`src/rtl/softusb_ptx_pkg.sv`:
```
// Shared types and constants for the softusb packet transmitter.
// Holds the FSM encoding, the FIFO entry layout and the per-speed J/K line states.
package softusb_ptx_pkg;

  typedef enum logic [2:0] {
    IDLE    = 3'd0,
    SYNC    = 3'd1,
    DATA    = 3'd2,
    STUFF   = 3'd3,
    EOP_SE0 = 3'd4,
    EOP_J   = 3'd5
  } state_e;

  localparam logic [7:0]  SYNC_PATTERN = 8'h80;
  localparam int unsigned STUFF_LIMIT  = 6;

  // {txp, txm} for each line state
  localparam logic [1:0] FS_J     = 2'b10;
  localparam logic [1:0] FS_K     = 2'b01;
  localparam logic [1:0] LS_J     = 2'b01;
  localparam logic [1:0] LS_K     = 2'b10;
  localparam logic [1:0] LINE_SE0 = 2'b00;

  typedef struct packed {
    logic       last;
    logic [7:0] data;
  } fifo_entry_t;

  function automatic logic [1:0] line_state(input logic ls, input logic is_j);
    if (ls) return is_j ? LS_J : LS_K;
    return is_j ? FS_J : FS_K;
  endfunction

endpackage

```
`src/rtl/softusb_ptx_fifo.sv`:
```
// Synchronous FIFO of {last, data} entries with occupancy output.
// Fullness and emptiness are registered; a push is judged against fullness before any same-cycle pop.
module softusb_ptx_fifo
  import softusb_ptx_pkg::*;
#(
  parameter int unsigned DEPTH_LOG2 = 3
) (
  input  logic                clk_i,
  input  logic                rst_i,
  input  logic                wr_en_i,
  input  fifo_entry_t         wr_entry_i,
  input  logic                rd_en_i,
  output fifo_entry_t         head_o,
  output logic                full_o,
  output logic                empty_o,
  output logic [DEPTH_LOG2:0] level_o
);

  localparam int unsigned DEPTH = 1 << DEPTH_LOG2;
  localparam int unsigned CW    = DEPTH_LOG2 + 1;

  fifo_entry_t           mem_q [DEPTH];
  logic [DEPTH_LOG2-1:0] wr_ptr_q, wr_ptr_d;
  logic [DEPTH_LOG2-1:0] rd_ptr_q, rd_ptr_d;
  logic [CW-1:0]         count_q, count_d;
  logic                  full_q, full_d;
  logic                  empty_q, empty_d;
  logic                  push_c, pop_c;

  assign push_c = wr_en_i && !full_q;
  assign pop_c  = rd_en_i && !empty_q;

  always_comb begin
    wr_ptr_d = wr_ptr_q;
    rd_ptr_d = rd_ptr_q;
    count_d  = count_q;
    if (push_c) wr_ptr_d = wr_ptr_q + DEPTH_LOG2'(1);
    if (pop_c)  rd_ptr_d = rd_ptr_q + DEPTH_LOG2'(1);
    case ({push_c, pop_c})
      2'b10:   count_d = count_q + CW'(1);
      2'b01:   count_d = count_q - CW'(1);
      default: count_d = count_q;
    endcase
    full_d  = (count_d == CW'(DEPTH));
    empty_d = (count_d == '0);
  end

  always_ff @(posedge clk_i or posedge rst_i) begin
    if (rst_i) begin
      wr_ptr_q <= '0;
      rd_ptr_q <= '0;
      count_q  <= '0;
      full_q   <= 1'b0;
      empty_q  <= 1'b1;
    end else begin
      wr_ptr_q <= wr_ptr_d;
      rd_ptr_q <= rd_ptr_d;
      count_q  <= count_d;
      full_q   <= full_d;
      empty_q  <= empty_d;
    end
  end

  // Storage needs no reset: the pointers define what is valid
  always_ff @(posedge clk_i) begin
    if (push_c) mem_q[wr_ptr_q] <= wr_entry_i;
  end

  assign head_o  = mem_q[rd_ptr_q];
  assign full_o  = full_q;
  assign empty_o = empty_q;
  assign level_o = count_q;

endmodule

```
`src/rtl/softusb_ptx.sv`:
```
// Packet-level USB transmitter: byte FIFO, SYNC/EOP framing, bit stuffing and NRZI line drive.
// Speed is latched per packet; an empty FIFO mid-packet truncates at the byte boundary and flags underrun.
module softusb_ptx
  import softusb_ptx_pkg::*;
#(
  parameter int unsigned FIFO_DEPTH_LOG2 = 3,
  parameter int unsigned FS_DIV          = 4,
  parameter int unsigned LS_DIV          = 32
) (
  input  logic                     usb_clk,
  input  logic                     usb_rst,
  input  logic                     low_speed,
  input  logic [7:0]               wr_data,
  input  logic                     wr_last,
  input  logic                     wr_en,
  output logic                     fifo_full,
  output logic [FIFO_DEPTH_LOG2:0] fifo_level,
  input  logic                     start,
  output logic                     busy,
  output logic                     underrun,
  output logic                     txp,
  output logic                     txm,
  output logic                     txoe
);

  localparam int unsigned MAX_DIV = (LS_DIV > FS_DIV) ? LS_DIV : FS_DIV;
  localparam int unsigned TW      = $clog2(MAX_DIV + 1);

  state_e      state_q, state_d;
  logic [TW-1:0] timer_q, timer_d;
  logic [2:0]  bit_idx_q, bit_idx_d;
  logic [7:0]  shift_q, shift_d;
  logic        last_q, last_d;
  logic [2:0]  ones_q, ones_d;
  logic        line_j_q, line_j_d;
  logic        ls_q, ls_d;
  logic        underrun_q, underrun_d;
  logic        txp_q, txm_q, txoe_q, busy_q;
  logic        txoe_d, busy_d;
  logic [1:0]  line_d;

  logic        pop_c, emit_c, emit_bit_c, next_byte_c;
  logic [2:0]  nxt_idx_c;
  logic [TW-1:0] div_m1_c;
  fifo_entry_t fifo_head;
  fifo_entry_t wr_entry;
  logic        fifo_empty;

  assign wr_entry = '{last: wr_last, data: wr_data};

  softusb_ptx_fifo #(
    .DEPTH_LOG2(FIFO_DEPTH_LOG2)
  ) u_fifo (
    .clk_i     (usb_clk),
    .rst_i     (usb_rst),
    .wr_en_i   (wr_en),
    .wr_entry_i(wr_entry),
    .rd_en_i   (pop_c),
    .head_o    (fifo_head),
    .full_o    (fifo_full),
    .empty_o   (fifo_empty),
    .level_o   (fifo_level)
  );

  assign div_m1_c  = ls_q ? TW'(LS_DIV - 1) : TW'(FS_DIV - 1);
  assign nxt_idx_c = bit_idx_q + 3'd1;

  // State and datapath registers
  always_ff @(posedge usb_clk or posedge usb_rst) begin
    if (usb_rst) begin
      state_q    <= IDLE;
      timer_q    <= '0;
      bit_idx_q  <= '0;
      shift_q    <= '0;
      last_q     <= 1'b0;
      ones_q     <= '0;
      line_j_q   <= 1'b1;
      ls_q       <= 1'b0;
      underrun_q <= 1'b0;
      txp_q      <= 1'b1;
      txm_q      <= 1'b0;
      txoe_q     <= 1'b0;
      busy_q     <= 1'b0;
    end else begin
      state_q    <= state_d;
      timer_q    <= timer_d;
      bit_idx_q  <= bit_idx_d;
      shift_q    <= shift_d;
      last_q     <= last_d;
      ones_q     <= ones_d;
      line_j_q   <= line_j_d;
      ls_q       <= ls_d;
      underrun_q <= underrun_d;
      txp_q      <= line_d[1];
      txm_q      <= line_d[0];
      txoe_q     <= txoe_d;
      busy_q     <= busy_d;
    end
  end

  // Next-state: every bit slot boundary chooses the next bit to put on the line
  always_comb begin
    state_d     = state_q;
    timer_d     = timer_q;
    bit_idx_d   = bit_idx_q;
    shift_d     = shift_q;
    last_d      = last_q;
    ones_d      = ones_q;
    line_j_d    = line_j_q;
    ls_d        = ls_q;
    underrun_d  = underrun_q;
    pop_c       = 1'b0;
    emit_c      = 1'b0;
    emit_bit_c  = 1'b0;
    next_byte_c = 1'b0;

    if (state_q == IDLE) begin
      if (start && !fifo_empty) begin
        state_d    = SYNC;
        ls_d       = low_speed;
        underrun_d = 1'b0;
        timer_d    = low_speed ? TW'(LS_DIV - 1) : TW'(FS_DIV - 1);
        bit_idx_d  = '0;
        shift_d    = SYNC_PATTERN;
        ones_d     = '0;
        emit_c     = 1'b1;
        emit_bit_c = SYNC_PATTERN[0];
      end
    end else if (timer_q != '0) begin
      timer_d = timer_q - TW'(1);
    end else begin
      timer_d = div_m1_c;
      unique case (state_q)
        SYNC: begin
          if (bit_idx_q != 3'd7) begin
            bit_idx_d  = nxt_idx_c;
            emit_c     = 1'b1;
            emit_bit_c = shift_q[nxt_idx_c];
          end else begin
            next_byte_c = 1'b1;
          end
        end
        DATA, STUFF: begin
          if (ones_q == 3'(STUFF_LIMIT)) begin
            state_d    = STUFF;
            emit_c     = 1'b1;
            emit_bit_c = 1'b0;
          end else if (bit_idx_q != 3'd7) begin
            state_d    = DATA;
            bit_idx_d  = nxt_idx_c;
            emit_c     = 1'b1;
            emit_bit_c = shift_q[nxt_idx_c];
          end else if (last_q) begin
            state_d   = EOP_SE0;
            bit_idx_d = '0;
          end else if (fifo_empty) begin
            state_d    = EOP_SE0;
            bit_idx_d  = '0;
            underrun_d = 1'b1;
          end else begin
            next_byte_c = 1'b1;
          end
        end
        EOP_SE0: begin
          if (bit_idx_q == 3'd1) begin
            state_d  = EOP_J;
            line_j_d = 1'b1;
          end else begin
            bit_idx_d = nxt_idx_c;
          end
        end
        EOP_J: begin
          state_d = IDLE;
          timer_d = '0;
        end
        default: state_d = IDLE;
      endcase

      if (next_byte_c) begin
        pop_c      = 1'b1;
        state_d    = DATA;
        shift_d    = fifo_head.data;
        last_d     = fifo_head.last;
        bit_idx_d  = '0;
        emit_c     = 1'b1;
        emit_bit_c = fifo_head.data[0];
      end
    end

    // NRZI: a 0 toggles the line, a 1 holds it
    if (emit_c) begin
      line_j_d = emit_bit_c ? line_j_q : ~line_j_q;
      ones_d   = emit_bit_c ? ones_q + 3'd1 : 3'd0;
    end
  end

  // Output decode from the next state so pins change together with the bit
  always_comb begin
    txoe_d = 1'b0;
    busy_d = 1'b0;
    line_d = line_state(ls_d, line_j_d);
    if (state_d != IDLE) begin
      txoe_d = 1'b1;
      busy_d = 1'b1;
    end
    if (state_d == EOP_SE0) line_d = LINE_SE0;
  end

  assign txp      = txp_q;
  assign txm      = txm_q;
  assign txoe     = txoe_q;
  assign busy     = busy_q;
  assign underrun = underrun_q;

endmodule
```
`config.mk`:
```
export PLATFORM = sky130hd
export DESIGN_NAME = softusb_ptx
export DESIGN_NICKNAME = d
export VERILOG_FILES = /design/src/rtl/softusb_ptx_pkg.sv /design/src/rtl/softusb_ptx_fifo.sv /design/src/rtl/softusb_ptx.sv
export SDC_FILE = /design/constraint.sdc
export NUM_CORES = 1
export LEC_CHECK = 0
export ABC_AREA = 1
export ABC_CLOCK_PERIOD_IN_PS = 7600
export CAP_MARGIN = 20
export CORE_MARGIN = 1
export CORE_UTILIZATION = 56
export CTS_BUF_LIST = sky130_fd_sc_hd__clkbuf_16
export DETAILED_ROUTE_END_ITERATION = 7
export GPL_TIMING_DRIVEN = 1
export MAX_ROUTING_LAYER = met4
export PLACE_DENSITY = 0.75
export SKIP_LAST_GASP = 1
export SYNTH_ARGS = -nofsm -noshare
export SYNTH_HDL_FRONTEND = slang
export SYNTH_SLANG_ARGS = --single-unit
```
`constraint.sdc`:
```
create_clock -name usb_clk -period 7.6 [get_ports usb_clk]
set_clock_uncertainty 0.05 [all_clocks]
set_input_delay 1.9 -clock usb_clk [delete_from_list [all_inputs] [get_ports usb_clk]]
set_output_delay 1.9 -clock usb_clk [all_outputs]
set_load 0.005 [all_outputs]
```
---- After elaboration in Yosys (flattened, before gate mapping) ----
Memory sizes are Yosys's and may differ from the RTL's.
Index checks and enable logic that the tools add are counted.
word-level totals
  memories ................................ 1
  RAM bits ................................ 72
  logic and storage cells ................. 157
  register bits after elaboration ......... 42
  input port bits ......................... 14
operators by class
  bitwise operators ....................... 3
  reduce and logical (&&, ||, !) cells .... 21
  muxes and demuxes ....................... 86
  order comparisons ....................... 1
  add/sub/neg operators ................... 7
  equality and inequality tests ........... 21
memory list
  memory        depth  bits a word  rd ports  clocked after Yosys merged registers in  wr ports  RTL line                source
  u_fifo.mem_q  8      9            1         0                                        1         softusb_ptx_fifo.sv:22  fifo_entry_t mem_q [DEPTH];
operator list
  cell                                                    number
  two-way mux 3 bit                                       22
  two-way mux 1 bit                                       42
  two-way mux 8 bit                                       4
  two-way mux 6 bit                                       3
  one-hot mux 3 bit (3 select lines)                      2
  two-way mux 5 bit                                       3
  AND reduction 7 bit                                     2
  adder 3 x 1 -> 3 bit (second input constant)            4
  == test 3 bit (second input constant)                   4
  inequality test 4 bit (second input constant)           3
  two-way mux 2 bit                                       5
  nonzero test 2 bit                                      5
  one-hot mux 4 bit (2 select lines)                      1
  == test 3 x 1 -> 1 bit (second input constant)          2
  == test 3 x 2 -> 1 bit (second input constant)          2
  inequality test 2 bit (second input constant)           3
  inequality test 6 x 5 -> 1 bit (second input constant)  1
  one-hot mux 1 bit (2 select lines)                      3
  AND reduction 3 bit                                     2
  nonzero test 6 bit                                      1
  subtractor 6 x 1 -> 6 bit (second input constant)       1
  nonzero test 5 bit                                      1
  adder 4 x 1 -> 4 bit (second input constant)            1
  == test 4 bit (second input constant)                   1
  15 further kinds                                        21

---- Depth between registers and ports, before layout ----
  depth after elaboration ................. 16
  depth in mapped cells ................... 16

---- Hierarchy ----
From an unflattened synthesis, not the netlist that was laid out.
unflattened totals
  cell total of the unflattened synthesis .. 525
  area, all modules ....................... 5340.1 µm²
modules (own cells, without submodules)
  module            cells an instance  area an instance (µm²)  instances
  softusb_ptx_fifo  295                3490.8                  1
  softusb_ptx       230                1849.3                  1

---- Least setup slack after synthesis ----
OpenSTA, ideal clock, no wires.
  path type ............................... input to register
  start point ............................. in wr_en
  end point ............................... mem u_fifo.mem_q[4][0] (netlist bit), enable pin
  arrival time ............................ 3012 ps
  stages .................................. 5
  required time ........................... 7176 ps
  library setup time ...................... 374 ps
  slack ................................... 4164 ps
  cells stage by stage .................... inv_1 nor2_1 inv_1 or2_2 nor2_1
between the ends
  longest elaborated chain between the ends .. 3
RTL lines
  what                                     RTL line                source
  start, declared                          softusb_ptx.sv:15       input logic wr_en,
  logical AND 1 bit                        softusb_ptx_fifo.sv:30  assign push_c = wr_en_i && !full_q;
  two-way mux 1 bit                        softusb_ptx_fifo.sv:66  if (push_c) mem_q[wr_ptr_q] <= wr_entry_i;
  two-way mux 1 bit (not written as such)  softusb_ptx_fifo.sv:66
  end, declared                            softusb_ptx_fifo.sv:22
Every way passes these cells.

---- Final worst setup path ----
  start point ............................. in wr_en
  end point ............................... mem u_fifo.mem_q[0][2] (netlist bit), enable pin
Same word-level chain as after synthesis.

==> impl_metrics.py <==
metrics = {
    "flow_run": {
        "max_cap_viol_count": 0,
    },
    "setup_path": {
        "cp_max_fo": 9,
        "cp-start-kind": "input pin",
        "crit_type": "in -> reg",
        "cp_data_required_time_ns": 7.59,
        "arrival_ns": 3.78,
        "end_kind": "register",
    },
    "routing": {
        "avgViaCountPerCell": 5.76,
        "drtPass1Iterations": 5,
        "wire_per_inst_microns": 17.7,
        "totalWireLength_microns": 11500,
        "drc": 0,
        "drt-initial-drc-count": 265,
        "route.vias.total": 3754,
        "ant_nets": 0,
    },
    "power_and_ir_drop": {
        "peakVddDrop_mv": 0.211,
        "power_frac_seq_pct": 44.0,
        "switching_share_pct": 26.3,
        "leakagePower_nw": 2.54,
        "power.net_switching_mw": 0.464,
        "power_density_nw_per_um2": 288,
        "p_int_mw": 1.30,
        "pwr-share-clk_pct": 43.8,
        "p_comb_share_pct": 12.2,
    },
    "grt": {
        "grt_max_degree": 43,
        "grt_busiest_layer": "met2",
        "grt-ovfl-total": 0,
        "grt_util_met2_pct": 45.7,
        "met1_usage_pct": 29.3,
        "antenna_found_initial": 0,
        "use_met3_pct": 4.89,
        "grt_pass1_wl_microns": 18200,
        "grt_usage_pct": 26.3,
        "first_global_vias": 3694,
    },
    "logic_synthesis": {
        "synth_flop_cell": "edfxtp_1",
        "synth_fp_nets": 525,
        "synth-async-reset-ratio_pct": 36.8,
        "synth_edf_count": 72,
        "synth_area_leaders": "edfxtp_1, dfrtp_1, nand2_1",
        "synth_cells": 500,
        "synth_cell_types": 45,
        "synth-warning-count": 0,
        "yosys.area.top_type_share_pct": 41.3,
        "ys_seq_elements": 114,
        "avgSynthCellArea_sq_um": 10.5,
        "yosysSeqAreaShare_pct": 61.4,
        "syn_area_sq_um": 5240,
        "yosys.area.top_type": "edfxtp_1",
    },
    "placement": {
        "dp_hpwl_microns": 7800,
        "place_congestion": 1.01,
        "place_ws_ns": 3.41,
        "portBuffers": 23,
    },
    "sta": {
        "slew_violations": 0,
        "relSlewSlack_pct": 44.6,
        "rsz0062_at_grt": "no",
        "final.min_clock_period_ns": 3.80,
        "setup_ws_ns": 3.80,
        "finalSetupTns_ns": 0,
        "fin_crit_sh_pct": 50.0,
        "clock.fmax_ghz": 0.263,
        "tightest_slew_ns": 0.826,
        "hold_violations": 0,
        "setup_viol": 0,
        "whs_ns": 0.434,
    },
    "clock_tree": {
        "ctsResizeCount": 0,
        "hold_buffers": 0,
        "cts_tree": "done",
        "cts_num_sinks": 114,
        "clk_pin_slew_ns": 0.05,
        "htreeDepth": 4,
        "cts_buffers": 17,
        "cts_setup_buffers": 0,
        "clkLatencyLatePin_ns": 0.41,
        "cts_buffer_depth": 2,
        "ctsRootBufferMaster": "clkbuf_16",
    },
    "hold_path": {
        "hold_class": "reg -> reg",
    },
    "layout": {
        "antennaDiodeCount": 0,
        "drive_above_1_share_pct": 13.8,
        "multi_input_area_sq_um": 1770,
        "nFillCells": 636,
        "nNetsFinal": 556,
        "syn2layout_area_growth_pct": 17.3,
        "regArea_sq_um": 3220,
    },
    "floorplan": {
        "die_area_sq_um": 9740,
        "core_area_sq_um": 8890,
        "initial_utilization_pct": 58.9,
        "die_y_microns": 98.7,
        "rows": 34,
        "die_width_microns": 98.7,
        "ios": 24,
    },
    "outcome": {
        "status": "finished, final reports clean",
    },
}
-- flip-flops by register name (all words and copies together) (netlist names), 3 cells and up --
name             flops
u_fifo.mem_q        72
shift_q              8
timer_q              6
u_fifo.level_o       4
bit_idx_q            3
ones_q               3
state_q              3
u_fifo.rd_ptr_q      3
u_fifo.wr_ptr_q      3
-- through the flow --
step / cell area [sq um] / std cells / power (mW) / utilization [%]
detailed placement: 5560 / 620 / 0.999 / 62.5
floorplan: 5240 / 500 / 0.915 / -
global route: 6140 / 652 / 1.82 / 69.1
global placement: 5560 / 620 / 0.991 / 62.5
finish: 6140 / 652 / 1.77 / 69.1
CTS: 6140 / 652 / 1.77 / 69.1
-- cell families (layout without fill, tap and decap cells) --
group           count (synthesis)  in the layout  synth area share [%]
simple gates                  203            203                  18.3
flops                         114            114                  61.4
compound gates                102            102                  11.7
buf+inv                        63            107                  4.83
fa+ha+maj                      11             11                  2.63
xor+xnor                        7              7                  1.17
-- placed cells by master, fill, tap and decap left out, drive strengths merged --
| master | instances |
|---|---|
| nand2 | 91 |
| nor2 | 82 |
| edfxtp | 72 |
| inv | 51 |
| o21ai | 49 |
| dfrtp | 39 |
| clkdlybuf4s50 | 23 |
| clkbuf | 17 |
| o22ai | 15 |
| a21oi | 15 |
| nand3 | 13 |
| ha | 11 |
| nand4 | 10 |
| clkinv | 9 |
| o31ai | 8 |
| xor2 | 5 |
| o211ai | 4 |
| clkinvlp | 3 |
| dfstp | 3 |
| a31oi | 2 |
| a221o | 2 |
| nand3b | 2 |
| o21a | 2 |
| xnor2 | 2 |
| or2 | 2 |
| a22oi | 2 |
| bufinv | 2 |
| buf | 2 |
| a41oi | 1 |
| o32ai | 1 |
| nor3 | 1 |
| nor4 | 1 |
| o41ai | 1 |
| and3 | 1 |
-- power groups by stage --
| stage | clock (mW) | combinational [mW] | sequential, mW |
|---|---|---|---|
| finish | 0.774 | 0.215 | 0.777 |
| global route | 0.804 | 0.238 | 0.783 |
| CTS | 0.779 | 0.215 | 0.776 |
| detailed placement | 0 | 0.212 | 0.787 |
| global placement | 0 | 0.205 | 0.786 |
| floorplan | 0 | 0.136 | 0.779 |
-- metal layers --
| layer | part of all wire, % | vias to the layer above |
|---|---|---|
| li1 | - | 1799 |
| met1 | 39 | 1789 |
| met2 | 53 | 138 |
| met3 | 4.8 | 28 |
| met4 | 3.2 | 0 |
| met5 | 0 | - |
-- worst paths after layout --
check                              from                 end  slack, ns  depth (start not counted)
max                               wr_en  u_fifo.mem_q[0][2]       3.80                          6
min                          shift_q[1]          shift_q[1]       0.43                          2
max reg2reg                bit_idx_q[0]       u_fifo.full_o       4.55                         14
min reg2reg                  shift_q[1]          shift_q[1]       0.43                          2
max in group asynchronous       usb_rst      u_fifo.empty_o       5.24                          3
min in group asynchronous       usb_rst          shift_q[5]       1.89                          3
-- critical path, stage by stage --
cell and delay, ns:
clkdlybuf4s50_1 0.47, inv_1 0.05, nor2_1 0.22, inv_1 0.21, or2_2 0.37, nor2_1 0.56
-- cells in the mapped netlist, types with 3 or more instances --
cell	n
nand2_1	81
nor2_1	73
edfxtp_1	72
o21ai_0	48
dfrtp_1	39
inv_1	38
o22ai_1	15
a21oi_1	13
ha_1	11
nand3_1	10
clkbuf_1	8
nand4_1	8
o31ai_1	8
inv_2	7
nand2_2	7
xor2_1	5
nor2_2	4
nor2_4	4
o211ai_1	4
buf_2	3
clkinv_1	3
dfstp_2	3
nand2_4	3
nand3_2	3
-- layout make-up --
class	instances	share of cell area (%)
flip-flops and latches	114	52.4
multi-input cells	323	28.8
clock buffers	17	6.93
repair buffers	25	3.99
inverters	50	3.14
clock inverters	15	2.57
well taps	108	2.20
No activity file was read; power rests on OpenSTA's default activity.
